## config.mk

```make
export PLATFORM = sky130hd
export DESIGN_NAME = mem_stage_flat
export DESIGN_NICKNAME = d
export VERILOG_FILES = /design/src/rtl/mem_stage_if.sv /design/src/rtl/mem_stage.sv /design/src/flat_wrapper.sv
export SDC_FILE = /design/constraint.sdc
export NUM_CORES = 1
export LEC_CHECK = 0
export CORE_MARGIN = 2
export CORE_UTILIZATION = 46
export DETAILED_ROUTE_END_ITERATION = 16
export GPL_TIMING_DRIVEN = 1
export PLACE_DENSITY = 0.88
export SETUP_SLACK_MARGIN = 0.4
export SLEW_MARGIN = 0
export SYNTH_ARGS = -nofsm -noshare
export SYNTH_HDL_FRONTEND = slang
export SYNTH_SLANG_ARGS = --single-unit
export TNS_END_PERCENT = 50
```

## constraint.sdc

```tcl
create_clock -name clock -period 3.5 [get_ports clock]
set_input_delay 0.525 -clock clock [delete_from_list [all_inputs] [get_ports clock]]
set_output_delay 0.525 -clock clock [all_outputs]
set_load 0.01 [all_outputs]
```

## src/rtl/mem_stage_if.sv

```systemverilog
// mem_stage_if: upstream pipeline inputs, write-back outputs and data-memory bus of the memory stage
interface mem_stage_if;
  logic        state;
  logic [15:0] mem_ir;
  logic [15:0] reg_C;
  logic        dw;
  logic [15:0] smdr1;
  logic        d_ack;
  logic [15:0] d_rdata;
  logic        d_req;
  logic        d_we;
  logic [15:0] d_addr;
  logic [15:0] d_wdata;
  logic [15:0] wb_ir;
  logic [15:0] reg_C1;
  logic        mem_busy;
  logic        bus_err;
  modport slave (
    input  state, mem_ir, reg_C, dw, smdr1, d_ack, d_rdata,
    output d_req, d_we, d_addr, d_wdata, wb_ir, reg_C1, mem_busy, bus_err
  );
  modport master (
    output state, mem_ir, reg_C, dw, smdr1, d_ack, d_rdata,
    input  d_req, d_we, d_addr, d_wdata, wb_ir, reg_C1, mem_busy, bus_err
  );
endinterface

```

## src/rtl/mem_stage.sv

```systemverilog
// mem_stage: LOAD/STORE stage on a req/ack data bus with stall output and access watchdog
`ifndef EXEC
`define EXEC 1'b1
`endif
`ifndef LOAD
`define LOAD 5'b10001
`endif
module mem_stage #(
  parameter int          TIMEOUT = 255,
  parameter logic [15:0] NOP_IR  = 16'h0000
) (
  input logic         clock,
  input logic         reset,
  mem_stage_if.slave  bus
);
  localparam int CW = $clog2(TIMEOUT + 1);
  typedef enum logic {IDLE, ACCESS} fsm_t;
  fsm_t        fsm_q;
  logic [CW-1:0] cnt_q;
  logic        d_req_q, d_we_q, bus_err_q;
  logic [15:0] d_addr_q, d_wdata_q, wb_ir_q, reg_c1_q;
  logic        start, expired;
  assign start   = (bus.state == `EXEC) && (bus.mem_ir[15:11] == `LOAD || bus.dw);
  assign expired = cnt_q == CW'(TIMEOUT - 1);
  assign bus.mem_busy = !reset && (fsm_q == IDLE ? start : !bus.d_ack && !expired);
  assign bus.d_req    = d_req_q;
  assign bus.d_we     = d_we_q;
  assign bus.d_addr   = d_addr_q;
  assign bus.d_wdata  = d_wdata_q;
  assign bus.wb_ir    = wb_ir_q;
  assign bus.reg_C1   = reg_c1_q;
  assign bus.bus_err  = bus_err_q;
  always_ff @(posedge clock) begin
    if (reset) begin
      fsm_q     <= IDLE;
      cnt_q     <= '0;
      d_req_q   <= 1'b0;
      d_we_q    <= 1'b0;
      d_addr_q  <= '0;
      d_wdata_q <= '0;
      wb_ir_q   <= '0;
      reg_c1_q  <= '0;
      bus_err_q <= 1'b0;
    end else if (fsm_q == IDLE) begin
      if (start) begin
        fsm_q     <= ACCESS;
        d_req_q   <= 1'b1;
        d_addr_q  <= bus.reg_C;
        d_we_q    <= bus.dw;
        d_wdata_q <= bus.dw ? bus.smdr1 : 16'h0000;
        cnt_q     <= '0;
      end else if (bus.state == `EXEC) begin
        wb_ir_q  <= bus.mem_ir;
        reg_c1_q <= bus.reg_C;
      end
    end else if (bus.d_ack) begin
      wb_ir_q  <= bus.mem_ir;
      reg_c1_q <= d_we_q ? bus.reg_C : bus.d_rdata;
      d_req_q  <= 1'b0;
      d_we_q   <= 1'b0;
      fsm_q    <= IDLE;
    end else if (expired) begin
      wb_ir_q   <= NOP_IR;
      reg_c1_q  <= '0;
      d_req_q   <= 1'b0;
      d_we_q    <= 1'b0;
      bus_err_q <= 1'b1;
      fsm_q     <= IDLE;
    end else begin
      cnt_q <= cnt_q + 1'b1;
    end
  end
endmodule

```

## src/flat_wrapper.sv

```systemverilog
// flat-port wrapper written by rule: the top's interface ports become plain ports
module mem_stage_flat 
#(
  parameter int          TIMEOUT = 255,
  parameter logic [15:0] NOP_IR  = 16'h0000
)
  (clock, reset, bus_state, bus_mem_ir, bus_reg_C, bus_dw, bus_smdr1, bus_d_ack, bus_d_rdata, bus_d_req, bus_d_we, bus_d_addr, bus_d_wdata, bus_wb_ir, bus_reg_C1, bus_mem_busy, bus_bus_err);
  mem_stage_if bus_i ();
  input logic clock;
  input logic reset;
  input wire logic [$bits(bus_i.state)-1:0] bus_state;
  input wire logic [$bits(bus_i.mem_ir)-1:0] bus_mem_ir;
  input wire logic [$bits(bus_i.reg_C)-1:0] bus_reg_C;
  input wire logic [$bits(bus_i.dw)-1:0] bus_dw;
  input wire logic [$bits(bus_i.smdr1)-1:0] bus_smdr1;
  input wire logic [$bits(bus_i.d_ack)-1:0] bus_d_ack;
  input wire logic [$bits(bus_i.d_rdata)-1:0] bus_d_rdata;
  output wire logic [$bits(bus_i.d_req)-1:0] bus_d_req;
  output wire logic [$bits(bus_i.d_we)-1:0] bus_d_we;
  output wire logic [$bits(bus_i.d_addr)-1:0] bus_d_addr;
  output wire logic [$bits(bus_i.d_wdata)-1:0] bus_d_wdata;
  output wire logic [$bits(bus_i.wb_ir)-1:0] bus_wb_ir;
  output wire logic [$bits(bus_i.reg_C1)-1:0] bus_reg_C1;
  output wire logic [$bits(bus_i.mem_busy)-1:0] bus_mem_busy;
  output wire logic [$bits(bus_i.bus_err)-1:0] bus_bus_err;
  assign bus_i.state = bus_state;
  assign bus_i.mem_ir = bus_mem_ir;
  assign bus_i.reg_C = bus_reg_C;
  assign bus_i.dw = bus_dw;
  assign bus_i.smdr1 = bus_smdr1;
  assign bus_i.d_ack = bus_d_ack;
  assign bus_i.d_rdata = bus_d_rdata;
  assign bus_d_req = bus_i.d_req;
  assign bus_d_we = bus_i.d_we;
  assign bus_d_addr = bus_i.d_addr;
  assign bus_d_wdata = bus_i.d_wdata;
  assign bus_wb_ir = bus_i.wb_ir;
  assign bus_reg_C1 = bus_i.reg_C1;
  assign bus_mem_busy = bus_i.mem_busy;
  assign bus_bus_err = bus_i.bus_err;
  mem_stage #(.TIMEOUT(TIMEOUT), .NOP_IR(NOP_IR)) u_core (.clock(clock), .reset(reset), .bus(bus_i));
endmodule
```

# After elaboration in Yosys (flattened, before gate mapping)
# Index checks and enable logic that the tools add are counted.
[classes]
addsub = 1
mul = 0
div_mod_pow = 0
order_cmp = 0
eq_ne = 6
shift = 0
mux = 26
bitwise_logic = 2
n_reduce_logical = 14
[ops]
columns = ["operator", "n"]
rows = [
  ["$mux W16", 11],
  ["$mux W8", 4],
  ["$mux W1", 11],
  ["$reduce_and A3 Y1", 3],
  ["$add A8 B1 Y8 const B", 1],
  ["$eq A8 B8 Y1 const B", 1],
  ["$eq A5 B5 Y1 const B", 1],
  ["$ne A2 B2 Y1 const B", 2],
  ["$reduce_and A2 Y1", 2],
  ["$reduce_bool A2 Y1", 2],
  ["$logic_and A1 B1 Y1", 3],
  ["$logic_not A1 Y1", 3],
  ["$ne A3 B3 Y1 const B", 1],
  ["$ne A2 B1 Y1 const B", 1],
  ["$not A1 Y1", 2],
  ["$logic_or A1 B1 Y1", 1],
]
[totals]
regBits = 76
latch_bits = 0
mem_bits_rw = 0
mem_bits_ro = 0
memories = 0

# Longest topological paths before layout
# Gate-level depths: netlist (run 1).
[depth]
depth_word = 5
depth_mapped = 7
ltp_nobuf = 6

# Worst setup path before layout (run 1)
# Ideal clock, no wire load.
[synth_timing]
path_type = "input to output"
start = "input port bus_dw"
end = "output port bus_mem_busy"
t_arrival_ns = 1.477
required_time_ns = 2.975
path_slack_ns = 1.498
cell_stages = 6
n_path_buf = 3
path_cell_list = "buf_2 -> and3b_1 -> a31oi_1 -> buf_4 -> buf_4 -> a21oi_1"
[synth_via]
elab_chain_len = 4
[synth_rtl]
columns = ["item", "line_no", "source"]
rows = [
  ["from (decl)", "flat_wrapper.sv:14", "input wire logic [$bits(bus_i.dw)-1:0] bus_dw;"],
  ["$logic_or A1 B1 Y1", "mem_stage.sv:23", "assign start = (bus.state == `EXEC) && (bus.mem_ir[15:11] == `LOAD || bus.dw);"],
  ["$logic_and A1 B1 Y1", "mem_stage.sv:23", ""],
  ["$mux W1", "mem_stage.sv:25", "assign bus.mem_busy = !reset && (fsm_q == IDLE ? start : !bus.d_ack && !expired);"],
  ["$logic_and A1 B1 Y1", "mem_stage.sv:25", ""],
  ["to (decl)", "flat_wrapper.sv:24", "output wire logic [$bits(bus_i.mem_busy)-1:0] bus_mem_busy;"],
]
# Every way passes these cells.

# Worst setup path in the final report (run 1)
[layout_timing]
start = "input port bus_mem_ir[14]"
end = "output port bus_mem_busy"
[layout_via]
elab_chain_len = 5
[layout_rtl]
columns = ["item", "line_no", "source"]
rows = [
  ["from (decl)", "flat_wrapper.sv:12", "input wire logic [$bits(bus_i.mem_ir)-1:0] bus_mem_ir;"],
  ["$eq A5 B5 Y1 (no source line)", "--", ""],
  ["$logic_or A1 B1 Y1", "mem_stage.sv:23", ""],
  ["$logic_and A1 B1 Y1", "mem_stage.sv:23", ""],
  ["$mux W1", "mem_stage.sv:25", ""],
  ["$logic_and A1 B1 Y1", "mem_stage.sv:25", ""],
]
# Every way passes these cells.

==> flow_summary.yaml, run 1 <==
final_layout:
  num_antenna_cells: 0
  multi_input_area_um2: 1500
  drive_gt1_share_pct: 7.35
  final_cells: 572
  nets: 542
  fin_util_pct: 70.2
  fillers: 523
  area_growth_pct: 47.7
  seq_area_um2: 1520
clock_tree:
  clk_pin_slew_ns: 0.08
  cts-resized-gates: 0
  cts_root_buf: "clkbuf_8"
  cts_max_path_buffers: 2
  cts_tree: "yes"
  h-tree-depth: 3
  holdBufCountCts: 0
  cts_buffers: 9
  clk_latency_ns: 0.35
  cts_sinks: 76
  cts_setup_buffers: 0
sta:
  holdWs_ns: 0.453
  period_needed_ns: 2.79
  finalSetupViolations: 0
  relSlewSlack_pct: 49.9
  hold_violations: 0
  rsz0062_at_grt: "false"
  setup_tns_ns: 0
  worst_slew_pin_slew_ns: 0.751
  slew_viol_final: 0
  fin_skew_ns: 0.0113
  max_freq_mhz: 359
  period_share_pct: 79.6
global_route:
  grt_max_degree: 56
  grt_use_total_pct: 23.6
  globalRouteOverflowTotal: 0
  grt_pass1_wl_mm: 14.2
  antenna_found_initial: 0
  grt-busiest-layer: "met2"
  met2_usage_pct: 39.7
  gr-usage-met1_pct: 27.1
  grt_pass1_vias: 3039
  grt_use_met3_pct: 10.1
place:
  gp_congestion: 0.796
  dp_hpwl_mm: 6.26
  placed_cells: 556
  place.port_buffers: 136
critical_path:
  path_cells: "clkdlybuf4s50_1, nor2_1, a31oi_4, a21oi_1, clkdlybuf4s50_1"
  cp_num_buf_inv: 2
  cpMaxStageDelayCell: "clkdlybuf4s50_1"
  cpMostUsedCell: "clkdlybuf4s50_1"
  cp_top_family: "buffers and inverters"
  cp_max_fo: 4
  arrival_ns: 2.26
  cp_data_required_time_ns: 2.97
  end_kind: "output port"
  worstSetupStartpointType: "input port"
  worstSetupPathType: "in2out"
  slowest_delay_ns: 0.57
routing:
  drc: 0
  routed_wl_mm: 9.11
  drt-initial-drc-count: 134
  drtPass1Iterations: 4
  wl_per_cell_um: 15.9
  postRouteAntennaNets: 0
  routed_via_density: 5.50
  via_count: 3144
synthesis:
  syn_inst: 352
  ys_ff_latch: 76
  synth.largest_area_cell: "dfxtp_1"
  synth_top_family_by_area: "compound AO/OA/AOI/OAI gates"
  syn_nets: 423
  yosys.area_share.simple_pct: 17.8
  ys_warn_count: 0
  yosysSeqAreaShare_pct: 47.1
  synth_xor_xnor_area_share_pct: 0
  synth_edf_count: 0
  synth_top_area_share_pct: 47.1
  synthArstFlopShare_pct: 0
  yosys.area_share.adder_pct: 0.775
  synth-compound-area-share_pct: 22.6
  syn_avg_cell_area_um2: 9.17
  synth_area_leaders: "dfxtp_1 (47%), a21oi_1 (5.7%), nand3_1 (5.6%)"
  synthDistinctLibCells: 47
  muxShareOfSynthArea_pct: 4.96
  synth-main-ff-cell: "dfxtp_1"
  syn_area_um2: 3230
power:
  power.leakage_nw: 1.76
  sw_frac_of_total_pct: 25.0
  power_density_nw_per_um2: 430
  combinationalPowerShare_pct: 18.4
  power.switching_w: 0.000514
  finalPower_w: 0.00205
  intPower_w: 0.00154
  seqPwrFrac_pct: 45.9
  peakVddDrop_mv: 0.262
  clockPowerShare_pct: 35.7
floorplan:
  ioPinCount: 137
  die_area_um2: 7710
  die_y_um: 87.8
  initial_core_util_pct: 47.5
  coreArea_um2: 6790
  rows: 30
  die_w_um: 87.8
job:
  maxCapViolCount: 0
min_path:
  hold_class: "reg2reg"
outcome:
  status: "finished, final reports clean"
==> through the flow <==
step	setup slack (ns)	instance area, µm²
5_1_grt	0.651	4770
3_5_place_dp	0.724	4550
3_3_place_gp	0.714	4550
4_1_cts	0.710	4770
6_report	0.712	4770
2_1_floorplan	1.50	3230
==> flip-flops by register name, indices dropped and copies added, names as in the netlist <==
signal	count
u_core.bus.d_wdata	16
u_core.bus.d_req	1
u_core.cnt_q	8
u_core.bus.reg_C1	16
u_core.bus.bus_err	1
u_core.fsm_q	1
u_core.bus.wb_ir	16
u_core.bus.d_we	1
u_core.bus.d_addr	16
==> routing by layer <==
layer	wire length [µm]	vias to the layer above
li1	-	1526
met1	3700	1471
met2	4340	134
met3	947	13
met4	121	0
met5	0	-
==> synthesized netlist by cell type, drive strengths merged (2+ instances only) <==
cell type and n:
nand3 36, and2b 2, o21ai 3, a311oi 5, o211ai 16, dfxtp 76
a211oi 18, nor2 22, mux2i 16, nand2b 2, a21oi 38, buf 21
ha 2, or2 2, clkbuf 12, inv 4, a22oi 16, and4 2
and3b 2, nand2 24, a31oi 2, nor3 17
==> worst paths after layout <==
check | from | to | slack [ns] | depth (start not counted)
max | bus_mem_ir[14] | bus_mem_busy | 0.71 | 5
min | u_core.bus.d_wdata[2]$_SDFFE_PP0P_ | u_core.bus.d_wdata[2]$_SDFFE_PP0P_ | 0.45 | 2
max reg2reg | u_core.cnt_q[0]$_SDFFE_PP0P_ | u_core.bus.reg_C1[1]$_SDFFE_PP0P_ | 1.34 | 6
min reg2reg | u_core.bus.d_wdata[2]$_SDFFE_PP0P_ | u_core.bus.d_wdata[2]$_SDFFE_PP0P_ | 0.45 | 2
==> power by group through the flow <==
stage / clock, W / sequential (W) / combinational [W]
6_report: 0.000734 / 0.000942 / 0.000378
5_1_grt: 0.000793 / 0.000948 / 0.000407
3_5_place_dp: 0 / 0.000962 / 0.000377
4_1_cts: 0.000752 / 0.000942 / 0.000379
2_1_floorplan: 0 / 0.000980 / 0.000157
3_3_place_gp: 0 / 0.000959 / 0.000371
==> worst register-to-register path, cell delays in order, from the launching register on <==
cell	delay [ns]
dfxtp_1	0.38
inv_1	0.08
ha_1	0.22
and4_1	0.25
a21oi_4	0.45
nand2_2	0.35
a211oi_1	0.33
==> cell type report <==
type                       instances  share of cell area (%)
sequential                        76                    31.9
timing repair buffer             141                    29.2
clock buffer                      11                    2.96
clock inverter                     5                    1.57
multi-input combinational        239                    31.5
inverter                           4                   0.315
tap                               96                    2.52
==> cell families (layout without fill, tap and decap cells) <==
| logic type | Yosys count | after routing |
|---|---|---|
| compound gates | 105 | 105 |
| fa+ha+maj | 2 | 2 |
| buf+inv | 37 | 161 |
| flops | 76 | 76 |
| mux | 16 | 16 |
| simple gates | 116 | 116 |
==> cell usage in the layout (no fill, tap or decap), types with 2 or more instances in the layout <==
master	Yosys	final
and4_1	2	2
buf_4	9	5
mux2i_1	16	16
a22oi_1	16	16
or2_2	2	2
o21ai_0	2	2
and3b_1	2	2
bufinv_16	0	2
and2b_1	2	2
nor2_1	22	22
clkdlybuf4s50_1	0	135
a211oi_1	17	17
nor3_1	17	17
nand2_1	22	22
clkbuf_8	0	10
o211ai_1	16	16
nand3_1	36	36
a21oi_1	37	37
ha_1	2	2
dfxtp_1	76	76
inv_1	4	4
clkinv_2	0	3
nand2b_1	2	2
a311oi_1	4	4
No activity file was read; power rests on OpenSTA's default activity.
==> run 2, diff against run 1 <==
Settings changed: CORE_UTILIZATION 46 to 38, PLACE_DENSITY 0.88 to 0.78.
Clock period 3.5 ns to 2.2 ns, I/O delays scaled along.
==> run 2 against run 1 <==
Sequential power rose by 59%. Hold slack got worse by 0.20 ns. Critical path type unchanged. Highest routed layer unchanged. Setup slack got worse by 0.26 ns. Critical path depth is the same. Die area increased by 20%. First-iteration DRC count is 13% higher.
==> flow_summary.yaml, run 2 (synthesized netlist as in run 1, its figures left out) <==
final_layout:
  final_common_cell: "clkdlybuf4s50_1"
  layout_common_cells: "clkdlybuf4s50_1 (129), dfxtp_1 (72), a21oi_1 (36), nand3_1 (35), nand2_1 (22)"
  stdcell_area_um2: 4930
  drive_gt1_share_pct: 12.9
  nets: 557
  final_cells: 594
  num_antenna_cells: 0
  area_growth_pct: 52.6
critical_path:
  end_kind: "output port"
  arrival_ns: 1.42
  cp_max_fo: 2
  rr_worst_depth: 6
  cp_data_required_time_ns: 1.87
  worstSetupPathType: "in2out"
  worstSetupStartpointType: "input port"
job:
  maxCapViolCount: 0
sta:
  period_share_pct: 79.4
  relSlewSlack_pct: 58.7
  fin_skew_ns: 0.00453
  slew_viol_final: 0
  period_needed_ns: 1.75
  rsz0062_at_grt: "false"
  finalSetupViolations: 0
  max_freq_mhz: 573
  hold_violations: 0
  worst_slew_pin_slew_ns: 0.620
power:
  power.leakage_nw: 1.87
  intPower_w: 0.00223
  sw_frac_of_total_pct: 26.2
  power.switching_w: 0.000794
  power_density_nw_per_um2: 614
  seqPwrFrac_pct: 49.4
  clockPowerShare_pct: 29.6
  peakVddDrop_mv: 0.401
  combinationalPowerShare_pct: 21.0
global_route:
  antenna_found_initial: 0
  grt_pass1_vias: 3104
  grt_pass1_wl_mm: 14.2
  grt_use_total_pct: 19.9
  globalRouteOverflowTotal: 0
  grt_max_degree: 59
routing:
  routed_via_density: 5.44
  via_count: 3234
  postRouteAntennaNets: 0
  drtPass1Iterations: 4
  routed_wl_mm: 9.42
  drt-initial-drc-count: 152
  wl_per_cell_um: 15.9
  drc: 0
clock_tree:
  cts_tree: "yes"
  cts_root_buf: "clkbuf_8"
  cts_max_path_buffers: 2
  h-tree-depth: 3
  clk_latency_ns: 0.34
  clk_pin_slew_ns: 0.07
  cts_buffers: 9
  cts_sinks: 76
floorplan:
  ioPinCount: 137
  initial_core_util_pct: 39.3
  die_area_um2: 9250
  die_y_um: 96.2
  rows: 33
  coreArea_um2: 8220
  die_w_um: 96.2
min_path:
  hold_class: "in2reg"
  hold_depth: 2
place:
  gp_congestion: 0.849
  placed_cells: 576
  placed_area_um2: 4660
  place.port_buffers: 136
  dp_hpwl_mm: 6.60
outcome:
  status: "finished, final reports clean"
## run 2: cell count changes in the layout (fill, tap and decap cells not counted), moves of 2 or more
cell	before	now
clkdlybuf4s50_1	135	129
dfxtp_2	0	3
dfxtp_1	76	72
and3b_1	2	0
bufinv_16	2	0
buf_12	0	2
dlymetal6s2s_1	0	5
buf_4	5	16
and3b_2	0	2
## run 2: power groups by stage
stage | Clock (W) | Combinational (W) | Sequential, W
global route | 0.000970 | 0.000688 | 0.00150
CTS | 0.000927 | 0.000629 | 0.00150
detailed placement | 0 | 0.000623 | 0.00153
floorplan | 0 | 0.000249 | 0.00156
finish | 0.000894 | 0.000636 | 0.00150
global placement | 0 | 0.000612 | 0.00153
## run 2: layer usage
| metal | track usage (%) | part of all wire (%) | vias up |
|---|---|---|---|
| met5 | 0 | 0 | - |
| met4 | 9.76 | 2.2 | 0 |
| met3 | 7.44 | 9.9 | 16 |
| met2 | 34.9 | 49 | 132 |
| met1 | 20.7 | 39 | 1527 |
| li1 | - | - | 1559 |
## run 2: final cells by class
class	instances	area, µm²
Fill cell	714	3290
Inverter	4	15.0
Clock buffer	11	141
Timing Repair Buffer	156	1550
Tap cell	105	131
Sequential cell	76	1530
Multi-Input combinational cell	239	1550
Clock inverter	3	15.0
## run 2: path summary, 6_finish.rpt
kind | from | slack (ns) | endpoint
worst max-delay path | bus_dw | 0.45 | bus_mem_busy
worst min-delay path | reset | 0.26 | u_core.cnt_q[1]$_SDFFE_PP0P_
worst max register to register | u_core.cnt_q[0]$_SDFFE_PP0P_ | 0.53 | u_core.cnt_q[6]$_SDFFE_PP0P_
worst min register to register | u_core.bus.d_wdata[14]$_SDFFE_PP0P_ | 0.45 | u_core.bus.d_wdata[14]$_SDFFE_PP0P_
## run 2: repair_timing
action,CTS,global route
pin swaps,0,6
buffers inserted,0,4
resized for setup,10,21
endpoints found under the setup margin,47,43
hold buffers,0,0
## run 2: critical path, stage by stage
cell	delay [ns]
clkdlybuf4s50_1	0.42
and3b_2	0.23
a31oi_4	0.21
a21oi_2	0.08
buf_2	0.14
## run 2: per-stage QoR
stage / setup TNS, ns / utilization [%] / setup WS [ns] / power [W] / hold slack, ns
global placement: -0.210 / 56.7 / -0.138 / 0.00214 / 0.438
CTS: 0 / 58.9 / 0.281 / 0.00305 / 0.240
global route: 0 / 60.0 / 0.379 / 0.00316 / 0.250
detailed placement: -0.567 / 56.7 / -0.144 / 0.00215 / 0.443
floorplan: 0 / - / 0.581 / 0.00181 / 0.463
finish: 0 / 60.0 / 0.454 / 0.00303 / 0.257
==> run 3, diff against run 2 <==
Settings changed: CORE_UTILIZATION 38 to 42, PLACE_DENSITY 0.78 to 0.81.
Clock period 2.2 ns to 1.74 ns, I/O delays scaled along.
==> run 3 against run 2 <==
Sequential share of layout area is 5.3 points lower. Flip-flop and latch count did not move. Setup slack worse by 0.45 ns. Clock skew increased by 0.0085 ns. Routed wire length up 46%. Global-route usage is 11 points higher. Combinational power rose by 78%. Highest routed layer unchanged.
==> flow_summary.yaml, run 3 (synthesized netlist as in run 1, its figures left out) <==
clock_tree:
  cts_max_path_buffers: 2
  clk_latency_ns: 0.37
  holdBufCountCts: 0
  cts_sinks: 76
  cts_root_buf: "clkbuf_8"
  cts_buffers: 9
  h-tree-depth: 3
  clk_pin_slew_ns: 0.07
  cts_tree: "yes"
critical_path:
  arrival_ns: 2.01
  cp_max_fo: 5
  end_kind: "flop"
  path_cells: "buf_6, nor3b_4, a21boi_4, buf_6, buf_12, buf_16, o211ai_1, a21oi_1"
  worstSetupStartpointType: "flop"
  cp_data_required_time_ns: 2.02
  cpMaxStageDelayCell: "dfxtp_4"
  cpMostUsedCell: "buf_6"
  worstSetupPathType: "reg2reg"
  slowest_delay_ns: 0.37
floorplan:
  die_area_um2: 8410
  die_w_um: 91.7
  rows: 31
  ioPinCount: 137
  coreArea_um2: 7330
  die_y_um: 91.7
  initial_core_util_pct: 44.1
final_layout:
  layout_common_cells: "clkdlybuf4s50_1 (121), dfxtp_1 (69), buf_4 (35), nand3_1 (34), a21oi_1 (29)"
  fin_util_pct: 81.4
  drive_gt1_share_pct: 31.5
  multi_input_area_um2: 1970
  fillers: 382
  final_common_cell: "clkdlybuf4s50_1"
  stdcell_area_um2: 5970
  seq_area_um2: 1540
  area_growth_pct: 84.8
  nets: 605
sta:
  max_freq_mhz: 576
  rsz0062_at_grt: "true"
  worst_slack_ns: 0.00406
  slew_viol_final: 0
  period_share_pct: 99.8
  worst_slew_pin_slew_ns: 0.395
  hold_violations: 0
  holdWs_ns: 0.356
  period_needed_ns: 1.74
  fin_skew_ns: 0.0131
  finalSetupViolations: 0
  relSlewSlack_pct: 73.7
routing:
  drtPass1Iterations: 5
  routed_wl_mm: 13.7
  drc: 0
  drt-initial-drc-count: 227
  routed_via_density: 5.90
  postRouteAntennaNets: 0
  via_count: 3761
  wl_per_cell_um: 21.6
global_route:
  grt_pass1_wl_mm: 20.2
  grt_max_degree: 31
  antenna_found_initial: 1
  grt_pass1_vias: 3910
  globalRouteOverflowTotal: 0
  grt_use_total_pct: 30.7
place:
  gp_congestion: 0.831
  placed_area_um2: 4970
  dp_hpwl_mm: 7.01
  place.port_buffers: 136
  dp_slack_ns: -0.501
power:
  peakVddDrop_mv: 0.615
  power.leakage_nw: 2.38
  finalPower_w: 0.00419
  power_density_nw_per_um2: 702
outcome:
  status: "finished, final reports clean"
job:
  maxCapViolCount: 0
min_path:
  hold_class: "in2reg"
## run 3: changes by cell type in the layout (fill, tap and decap cells not counted), sizes merged, moves of 3 or more
cell / delta
buf: +45
clkdlybuf4s50: -8
dlymetal6s2s: +5
dlygate4sd2: +3
## run 3: per-stage QoR
step,TNS [ns],std cells
floorplan,0,352
global placement,-18.07,583
detailed placement,-20.58,583
CTS,0,627
global route,-0.0381,637
finish,0,637
## run 3: worst max-delay path: cells and delay by family, from the launching register on
kind	cells	cell delay [ns]
AO/OA/AOI/OAI	3	0.62
buffers and inverters	4	0.49
flip-flops	1	0.37
AND/OR/NAND/NOR	1	0.20
## run 3: area by class of cell
class | count | share of cell area, %
diodes | 1 | 0.0419
multi-input cells | 241 | 33.0
clock inverters | 4 | 0.335
clock buffers | 10 | 2.14
inverters | 4 | 0.252
well taps | 99 | 2.08
flip-flops and latches | 76 | 25.7
repair buffers | 202 | 36.4
## run 3: what timing repair did
item                       4_1_cts  5_1_grt
gates cloned                     7        0
setup endpoints to repair      142      144
resized for setup               57       41
pin swaps                       33       23
buffers inserted                23        9
## run 3: where the power goes
| group | switching (W) | leakage [nW] | total, W | internal, W |
|---|---|---|---|---|
| clock network | 0.000659 | 0.0815 | 0.00115 | 0.000493 |
| registers | 0.0000736 | 0.625 | 0.00191 | 0.00184 |
| logic | 0.000499 | 1.68 | 0.00113 | 0.000629 |
| total | 0.00123 | 2.38 | 0.00419 | 0.00296 |
## run 3: final timing paths
check | from | endpoint | slack (ns) | cells after the start
worst min-delay path | bus_mem_ir[12] | u_core.bus.wb_ir[12]$_SDFFE_PP0P_ | 0.36 | 3
worst min register to register | u_core.bus.d_req$_SDFFE_PP0P_ | u_core.bus.d_req$_SDFFE_PP0P_ | 0.46 | 2
worst max register to register | u_core.fsm_q$_SDFF_PP0_ | u_core.bus.wb_ir[2]$_SDFFE_PP0P_ | 0.004 | 8
worst max-delay path | u_core.fsm_q$_SDFF_PP0_ | u_core.bus.wb_ir[2]$_SDFFE_PP0P_ | 0.004 | 8
## run 3: metal layers
| layer | routed length (µm) | vias up | GRT usage [%] |
|---|---|---|---|
| li1 | - | 1660 | - |
| met1 | 5330 | 1824 | 36.3 |
| met5 | 0 | - | 0 |
| met3 | 1100 | 52 | 8.96 |
| met2 | 6840 | 225 | 51.0 |
| met4 | 471 | 0 | 14.4 |
